--- src/rtl/anton_neopixel_bus_arbiter.sv ---
// ============================================================================
// anton_neopixel_bus_arbiter
// ----------------------------------------------------------------------------
// Shares the byte-wide register bus of the neopixel raw controller between
// two masters: requester 0 (APB host path) and requester 1 (animation /
// refresh engine). Arbitration is round-robin. A requester may hold its grant
// for back-to-back transactions with lockN. Read data is captured and returned
// separately for each requester.
//
// Parameters:
//   READ_LATENCY  cycles from busRead assertion to valid busDataOut (1..4)
//   LOCK_LIMIT    max consecutive locked re-grants (1..127); used only when
//                 ANTON_NEOPIXEL_ARB_LOCK_LIMIT_EN is defined
//
// Optional feature macro:
//   ANTON_NEOPIXEL_ARB_LOCK_LIMIT_EN  when defined, a locked requester gives
//                 up the bus after LOCK_LIMIT re-grants if the other requester
//                 is waiting. When undefined, lock is honoured indefinitely.
//
// Ports:
//   apbPclk, apbPresern       clock, asynchronous active-low reset
//   reqN, lockN, writeN       request, keep-grant, direction (1 = write)
//   addrN, wdataN             byte address and write data
//   ackN                      one-cycle completion pulse
//   rdataN                    read data, valid with ack, held until next read
//   busAddr, busDataIn        address / write data to the raw controller
//   busWrite, busRead         one-cycle strobes to the raw controller
//   busDataOut                read data from the raw controller
//   arbBusy                   high whenever the FSM is not IDLE
//   grantId                   requester currently owning the bus
// ============================================================================
module anton_neopixel_bus_arbiter #(
    parameter int READ_LATENCY = 1,
    parameter int LOCK_LIMIT   = 64
) (
    input  logic       apbPclk,
    input  logic       apbPresern,
    input  logic       req0,
    input  logic       req1,
    input  logic       lock0,
    input  logic       lock1,
    input  logic       write0,
    input  logic       write1,
    input  logic [7:0] addr0,
    input  logic [7:0] addr1,
    input  logic [7:0] wdata0,
    input  logic [7:0] wdata1,
    output logic       ack0,
    output logic       ack1,
    output logic [7:0] rdata0,
    output logic [7:0] rdata1,
    output logic [7:0] busAddr,
    output logic [7:0] busDataIn,
    output logic       busWrite,
    output logic       busRead,
    input  logic [7:0] busDataOut,
    output logic       arbBusy,
    output logic       grantId
);

    typedef enum logic [1:0] {IDLE, ISSUE, WAIT, DONE} stateT;

    // Index of the last WAIT cycle; only meaningful when READ_LATENCY > 1.
    localparam logic [1:0] WAIT_LAST = 2'(READ_LATENCY - 2);

    generate
        if (READ_LATENCY < 1 || READ_LATENCY > 4 || LOCK_LIMIT < 1 || LOCK_LIMIT > 127) begin : gParamCheck
            $error("anton_neopixel_bus_arbiter: READ_LATENCY or LOCK_LIMIT out of range");
        end
    endgenerate

    stateT      state;
    logic       lastGrant;
    logic       writeLat;
    logic [1:0] waitCnt;

    logic       pickId;
    logic       launchId;
    logic       launchWrite;
    logic [7:0] launchAddr;
    logic [7:0] launchWdata;
    logic       grantLock;
    logic       grantReq;
    logic       holdGrant;

    // Round-robin pick in IDLE: a lone requester wins; on a tie the requester
    // that was not served last wins.
    assign pickId = req1 & (~req0 | ~lastGrant);

    // The requester whose inputs get latched: the arbitration winner in IDLE,
    // or the current owner when it re-launches directly from DONE.
    assign launchId    = (state == DONE) ? grantId : pickId;
    assign launchWrite = launchId ? write1 : write0;
    assign launchAddr  = launchId ? addr1  : addr0;
    assign launchWdata = launchId ? wdata1 : wdata0;

    assign grantLock = grantId ? lock1 : lock0;
    assign grantReq  = grantId ? req1  : req0;

    assign arbBusy = (state != IDLE);

`ifdef ANTON_NEOPIXEL_ARB_LOCK_LIMIT_EN
    logic [6:0] lockCnt;
    logic       otherReq;
    logic       limitHit;

    assign otherReq  = grantId ? req0 : req1;
    // The limit only bites when someone else is actually waiting.
    assign limitHit  = (lockCnt >= 7'(LOCK_LIMIT)) && otherReq;
    assign holdGrant = grantLock & grantReq & ~limitHit;

    always_ff @(posedge apbPclk or negedge apbPresern) begin
        if (!apbPresern) begin
            lockCnt <= '0;
        end else if (state == IDLE && (req0 || req1) && pickId != lastGrant) begin
            lockCnt <= '0;
        end else if (state == DONE) begin
            if (holdGrant) begin
                if (lockCnt != 7'h7F) begin
                    lockCnt <= lockCnt + 7'd1;
                end
            end else if (!grantLock) begin
                lockCnt <= '0;
            end
        end
    end
`else
    assign holdGrant = grantLock & grantReq;
`endif

    always_ff @(posedge apbPclk or negedge apbPresern) begin
        if (!apbPresern) begin
            state     <= IDLE;
            lastGrant <= 1'b1;
            writeLat  <= 1'b0;
            waitCnt   <= '0;
            grantId   <= 1'b0;
            ack0      <= 1'b0;
            ack1      <= 1'b0;
            rdata0    <= '0;
            rdata1    <= '0;
            busAddr   <= '0;
            busDataIn <= '0;
            busWrite  <= 1'b0;
            busRead   <= 1'b0;
        end else begin
            // Strobes and acks are single-cycle pulses.
            ack0     <= 1'b0;
            ack1     <= 1'b0;
            busWrite <= 1'b0;
            busRead  <= 1'b0;

            case (state)
                IDLE: begin
                    if (req0 || req1) begin
                        // busAddr/busDataIn double as the latched request
                        // registers and hold their value outside ISSUE.
                        grantId   <= launchId;
                        writeLat  <= launchWrite;
                        busAddr   <= launchAddr;
                        busDataIn <= launchWdata;
                        busWrite  <= launchWrite;
                        busRead   <= ~launchWrite;
                        state     <= ISSUE;
                    end
                end

                ISSUE: begin
                    waitCnt <= '0;
                    if (writeLat) begin
                        ack0  <= ~grantId;
                        ack1  <= grantId;
                        state <= DONE;
                    end else if (READ_LATENCY == 1) begin
                        // Zero-length WAIT: data is valid during ISSUE.
                        if (grantId) rdata1 <= busDataOut;
                        else         rdata0 <= busDataOut;
                        ack0  <= ~grantId;
                        ack1  <= grantId;
                        state <= DONE;
                    end else begin
                        state <= WAIT;
                    end
                end

                WAIT: begin
                    if (waitCnt == WAIT_LAST) begin
                        if (grantId) rdata1 <= busDataOut;
                        else         rdata0 <= busDataOut;
                        ack0  <= ~grantId;
                        ack1  <= grantId;
                        state <= DONE;
                    end else begin
                        waitCnt <= waitCnt + 2'd1;
                    end
                end

                DONE: begin
                    lastGrant <= grantId;
                    if (holdGrant) begin
                        // Locked burst: skip IDLE and arbitration entirely.
                        writeLat  <= launchWrite;
                        busAddr   <= launchAddr;
                        busDataIn <= launchWdata;
                        busWrite  <= launchWrite;
                        busRead   <= ~launchWrite;
                        state     <= ISSUE;
                    end else begin
                        state <= IDLE;
                    end
                end

                default: state <= IDLE;
            endcase
        end
    end

endmodule

--- config.mk ---
export PLATFORM = sky130hd
export DESIGN_NAME = anton_neopixel_bus_arbiter
export DESIGN_NICKNAME = d
export VERILOG_FILES = /design/src/rtl/anton_neopixel_bus_arbiter.sv
export SDC_FILE = /design/constraint.sdc
export NUM_CORES = 1
export LEC_CHECK = 0
export ABC_AREA = 0
export CAP_MARGIN = 20
export CORE_MARGIN = 10
export CORE_UTILIZATION = 38
export CTS_CLUSTER_SIZE = 8
export DETAILED_ROUTE_END_ITERATION = 16
export PLACE_DENSITY = 0.77
export SLEW_MARGIN = 20
export SYNTH_ARGS = -nofsm -noshare
export SYNTH_HDL_FRONTEND = slang
export SYNTH_SLANG_ARGS = --single-unit
--- constraint.sdc ---
create_clock -name apbPclk -period 1.72 [get_ports apbPclk]
set_input_delay 0.172 -clock apbPclk [delete_from_list [all_inputs] [get_ports apbPclk]]
set_output_delay 0.172 -clock apbPclk [all_outputs]
set_load 0.03 [all_outputs]
* Word level (Yosys, flattened, before mapping)
Index checks and enable logic that the tools add are counted.
** Storage, ports and cells
- Bits of input ports :: 48
- Register bits :: 43
- Word-level logic and storage cells :: 79
- Output and inout port bits :: 38
** Cells by class
- Reductions and logical operators :: 10
- Muxes and demuxes :: 39
- Bitwise gates (word level) :: 7
- Equality and inequality tests :: 9
- Add/subtract/negate cells :: 1
** Operator list (number)
- 8-bit 2-to-1 mux :: 12
- 8-bit one-hot mux with 2 select lines :: 4
- 1-bit 2-to-1 mux :: 13
- 2-bit inequality test (second input constant) :: 5
- 1-bit one-hot mux with 2 select lines :: 5
- 2-bit one-hot mux with 4 select lines :: 1
- 2-bit == test (second input constant) :: 3
- 2-bit 2-to-1 mux :: 3
- 2-bit AND reduction :: 3
- 3-bit AND reduction :: 2
- 2-bit nonzero test :: 3
- 1-bit NOT :: 4
- 2-bit one-hot mux with 2 select lines :: 1
- 2-bit by 1-bit adder with 2-bit output (second input constant) :: 1
- 1-bit AND :: 2
- 2-bit by 1-bit == test with 1-bit output (second input constant) :: 1
- 2-bit logical NOT :: 1
- 1-bit logical OR :: 1
- 1-bit OR :: 1

* Longest topological paths before layout
- Depth after elaboration :: 8
- Depth in mapped cells :: 7
- Depth with buffers taken out :: 6

* Least setup slack after synthesis
No wires, ideal clock.
- Kind :: reg2reg
- From :: register grantId
- To :: register busAddr[1]
- Cell stages (with the launch flop) :: 8
- Path buffers :: 3
- Data arrival time :: 1.579 ns
- Library setup time :: 0.123 ns
- Slack :: 0.018 ns
- Cell sequence :: dfrtp_1 -> buf_6 -> and2_1 -> a31oi_1 -> buf_4 -> buf_8 -> mux2i_1 -> a21oi_2
** On the way
- Word-level cells in the longest chain between the ends :: 4
** RTL lines
- from (decl) :: RTL line 58 : output logic grantId
- from (signal assigned) :: RTL line 158 : grantId <= launchId;
- 1-bit 2-to-1 mux, on equally long branches :: RTL line 92, 97, 98
- 8-bit 2-to-1 mux or 1-bit AND (tied branches) :: RTL line 94, 128
- 8-bit 2-to-1 mux (tied with other cells) :: RTL line 200 : if (holdGrant) begin
- 8-bit one-hot mux with 2 select lines or 3-bit AND reduction (tied branches)
- to (signal assigned) :: RTL line 160 : busAddr <= launchAddr;
- to (signal assigned) :: RTL line 203 : busAddr <= launchAddr;
- to (decl) :: RTL line 52 : output logic [7:0] busAddr,
Parallel ways exist; a longest one is shown, timed or not. The select of a mux whose other input is x is not followed.
A chain may end at the register's enable or synchronous reset.

* Worst setup path after layout
- From :: register state[1]
- To :: register busDataIn[1]
** On the way
- Word-level cells in the longest chain between the ends :: 5
** RTL lines
- from (decl) :: RTL line 72 : stateT state;
- from (signal assigned) :: RTL line 133 : state <= IDLE;
- from (signal assigned) :: RTL line 164 : state <= ISSUE;
- from (signal assigned) :: RTL line 173 : state <= DONE;
- 2-bit == test :: RTL line 92, 153
- 1-bit 2-to-1 mux :: RTL line 92 : assign launchId = (state == DONE) ? grantId : pickId;
- 8-bit 2-to-1 mux :: RTL line 95 : assign launchWdata = launchId ? wdata1 : wdata0;
- 8-bit 2-to-1 mux, on equally long branches :: RTL line 200, 155
- 8-bit one-hot mux with 2 select lines :: RTL line 153 : case (state)
- to (signal assigned) :: RTL line 161 : busDataIn <= launchWdata;
- to (signal assigned) :: RTL line 204 : busDataIn <= launchWdata;
- to (decl) :: RTL line 53 : output logic [7:0] busDataIn,
Parallel ways exist; a longest one is shown, timed or not. The select of a mux whose other input is x is not followed.

==> impl_metrics.csv <==
group,metric,value,unit
pwr,peakVddDrop,0.00128,V
pwr,power.total,0.00821,W
routing,vias,1647,
grt,grt_max_degree,44,
synthesis,synthesis.nets,216,
synthesis,netlist_area,2030,um2
place,numPortBuffers,85,
pwr,leakage,1.47,nW
routing,drtIter0Drc,43,
place,dp_hpwl,3900,um
sta,finalMaxSlewViolations,0,
sta,clock_skew,0.00590,ns
routing,drcViolationCount,0,
routing,wl_per_cell,16.5,um
cells_and_area,layout.nets,327,
sta,fin_setup_tns,-0.0154,ns
clocking,clock_latency,0.29,ns
sta,period_share,1.01,
setup_path,rr_worst_depth,6,
sta,max_clock_freq,0.576,GHz
cells_and_area,n_antenna_cell,0,
routing,viasPerCell,4.77,
pwr,pwr_density_cell,2330,nW/um2
cells_and_area,final_area,3530,um2
die,start_util,0.395,
clocking,tritoncts,"yes",
die,core-area,5140,um2
clocking,clkTransAtPathRegs,0.08,ns
grt,grt_pass1_wl,8380,um
grt,grt_pass1_vias,1699,
job,max-cap-violations,0,
setup_path,cp-start-kind,"flip-flop",
synthesis,ys_seq_area_frac,0.530,
cells_and_area,final_cell_mix,"clkdlybuf4s50_1 (82), dfrtp_1 (41), mux2_2 (16)",
grt,gr-total-overflow,0,
sta,setup_ws,-0.0154,ns
synthesis,synth_seq_cells,43,
setup_path,r2r_slack,-0.02,ns
clocking,cts_made_buffers,5,
sta,hold_viol_final,0,
routing,dr.pass1.iters,4,
cells_and_area,syn_to_final_growth,73.6,%
grt,antenna_found_initial,0,
grt,grtUsageTotal,0.119,
routing,drtAntennaViolNets,0,
clocking,cts_max_level,2,
sta,maxSlewHeadroom,0.642,
clocking,root_buffer,"clkbuf_8",
sta,rsz0062_at_grt,"true",
sta,worst_hold_slack,0.474,ns
sta,max_slew.worst_pin.slew,0.538,ns
sta,layout_min_cycle_time,1.74,ns
cells_and_area,nFillCells,423,
place,gp_congestion,0.787,
setup_path,cp_max_fo,7,
run_status,violations,"negative setup slack",
die,io_pins,86,
routing,routed_wl,5680,um
sta,setup-violations-final,1,
run_status,status,"finished with violations",
die,rows,26,
setup_path,required,1.90,ns
place,dpl_cell_area,3050,um2
die,dieArea,8670,um2
cells_and_area,mostFrequentLayoutCell,"clkdlybuf4s50_1",
setup_path,critPathKind,"flip-flop to flip-flop",
synthesis,synth_area_per_cell,12.5,um2
synthesis,ys_types,29,
worst_hold_path,hp-class,"primary input to asynchronous set/reset pin",
die,die_w,93.1,um
synthesis,synthCells,163,
setup_path,critical_path_arrival,1.92,ns
setup_path,end_kind,"flip-flop",
cells_and_area,drive_above_1_share,0.356,
clocking,clock-sinks,43,
die,die_height,93.1,um
synthesis,yosys_warnings,0,
place,pre_cts_ws,-0.126,ns
clocking,clk_path_buf_depth,2,
## registers in the layout, indices dropped and copies added (netlist names)
register   count
writeLat       1
busAddr        8
busDataIn      8
ack1           1
rdata0         8
rdata1         8
busWrite       1
state          2
lastGrant      1
waitCnt        2
ack0           1
grantId        1
busRead        1
## repair_timing
item	4_1_cts	5_1_grt
hold endpoints to repair	42	0
cloned	2	3
gates resized for setup	9	34
hold buffers	1	0
buffers inserted	2	6
pin swaps	1	17
endpoints found under the setup margin	35	35
## per-layer routing
| layer | global-route usage | share of wire |
|---|---|---|
| met2 | 0.204 | 0.51 |
| met4 | 0.0270 | 0.0053 |
| met5 | 0 | 0 |
| met1 | 0.127 | 0.41 |
| met3 | 0.0608 | 0.077 |
## metrics by stage
step,cells,utilization
final,345,0.686
after floorplan,163,-
after CTS,337,0.634
after global routing,345,0.686
after global placement,324,0.593
after detailed placement,324,0.593
## final cells by class
type,count,area [um2],share of cell area
clock buffer,5,68.8,0.0195
clock inverter,3,43.8,0.0124
inverter,4,15.0,0.00426
multi-input combinational,109,1040,0.295
sequential,43,1080,0.306
tap,70,87.6,0.0248
timing repair buffer,111,1190,0.338
## final timing paths
path / from / endpoint
hold reg to reg: rdata0[3] / rdata0[3]
hold / removal: apbPresern / waitCnt[1]
setup reg to reg: state[1] / busDataIn[1]
max in group asynchronous: apbPresern / state[0]
setup / recovery: state[1] / busDataIn[1]
min in group apbPclk: rdata0[3] / rdata0[3]
## logic make-up after synthesis
family,count (synthesis),synth area share
compound gates,32,0.121
xor+xnor,1,0.00431
flops,43,0.530
fa+ha+maj,5,0.0308
buf+inv,11,0.0406
mux,34,0.178
simple gates,37,0.0954
## synth_stat cells
cell type	instances	area (um2)
a21o_1	1	7.51
ha_1	5	62.6
o21ai_0	5	25.0
and2_1	3	18.8
clkbuf_1	1	3.75
a311oi_4	1	26.3
nand3b_1	1	7.51
a31oi_1	1	6.26
nor3b_1	2	15.0
a21oi_2	13	114
or3_1	1	6.26
inv_1	4	15.0
mux2_2	17	191
xnor2_1	1	8.76
mux2i_1	17	170
nor2_1	17	63.8
nand3_1	2	10.0
buf_8	1	15.0
a21oi_1	8	40.0
buf_6	3	33.8
buf_4	2	15.0
dfstp_2	1	26.3
nor2_2	3	18.8
dfrtp_1	42	1050
nor2b_1	3	18.8
nand3b_4	1	20.0
nand2_1	4	15.0
a22o_1	2	17.5
o22a_1	1	8.76
## report_power, final
part	internal [W]	switching [W]
registers	0.00154	0.000295
clock network	0.000432	0.000345
logic	0.00289	0.00270
## worst max-delay path: stages (launching register included)
cell	delay, ns
dfrtp_1	0.43
ha_2	0.22
and2_4	0.15
a31oi_4	0.29
buf_12	0.20
mux2i_2	0.24
a21oi_2	0.08
(Power assumes the default switching activity.)
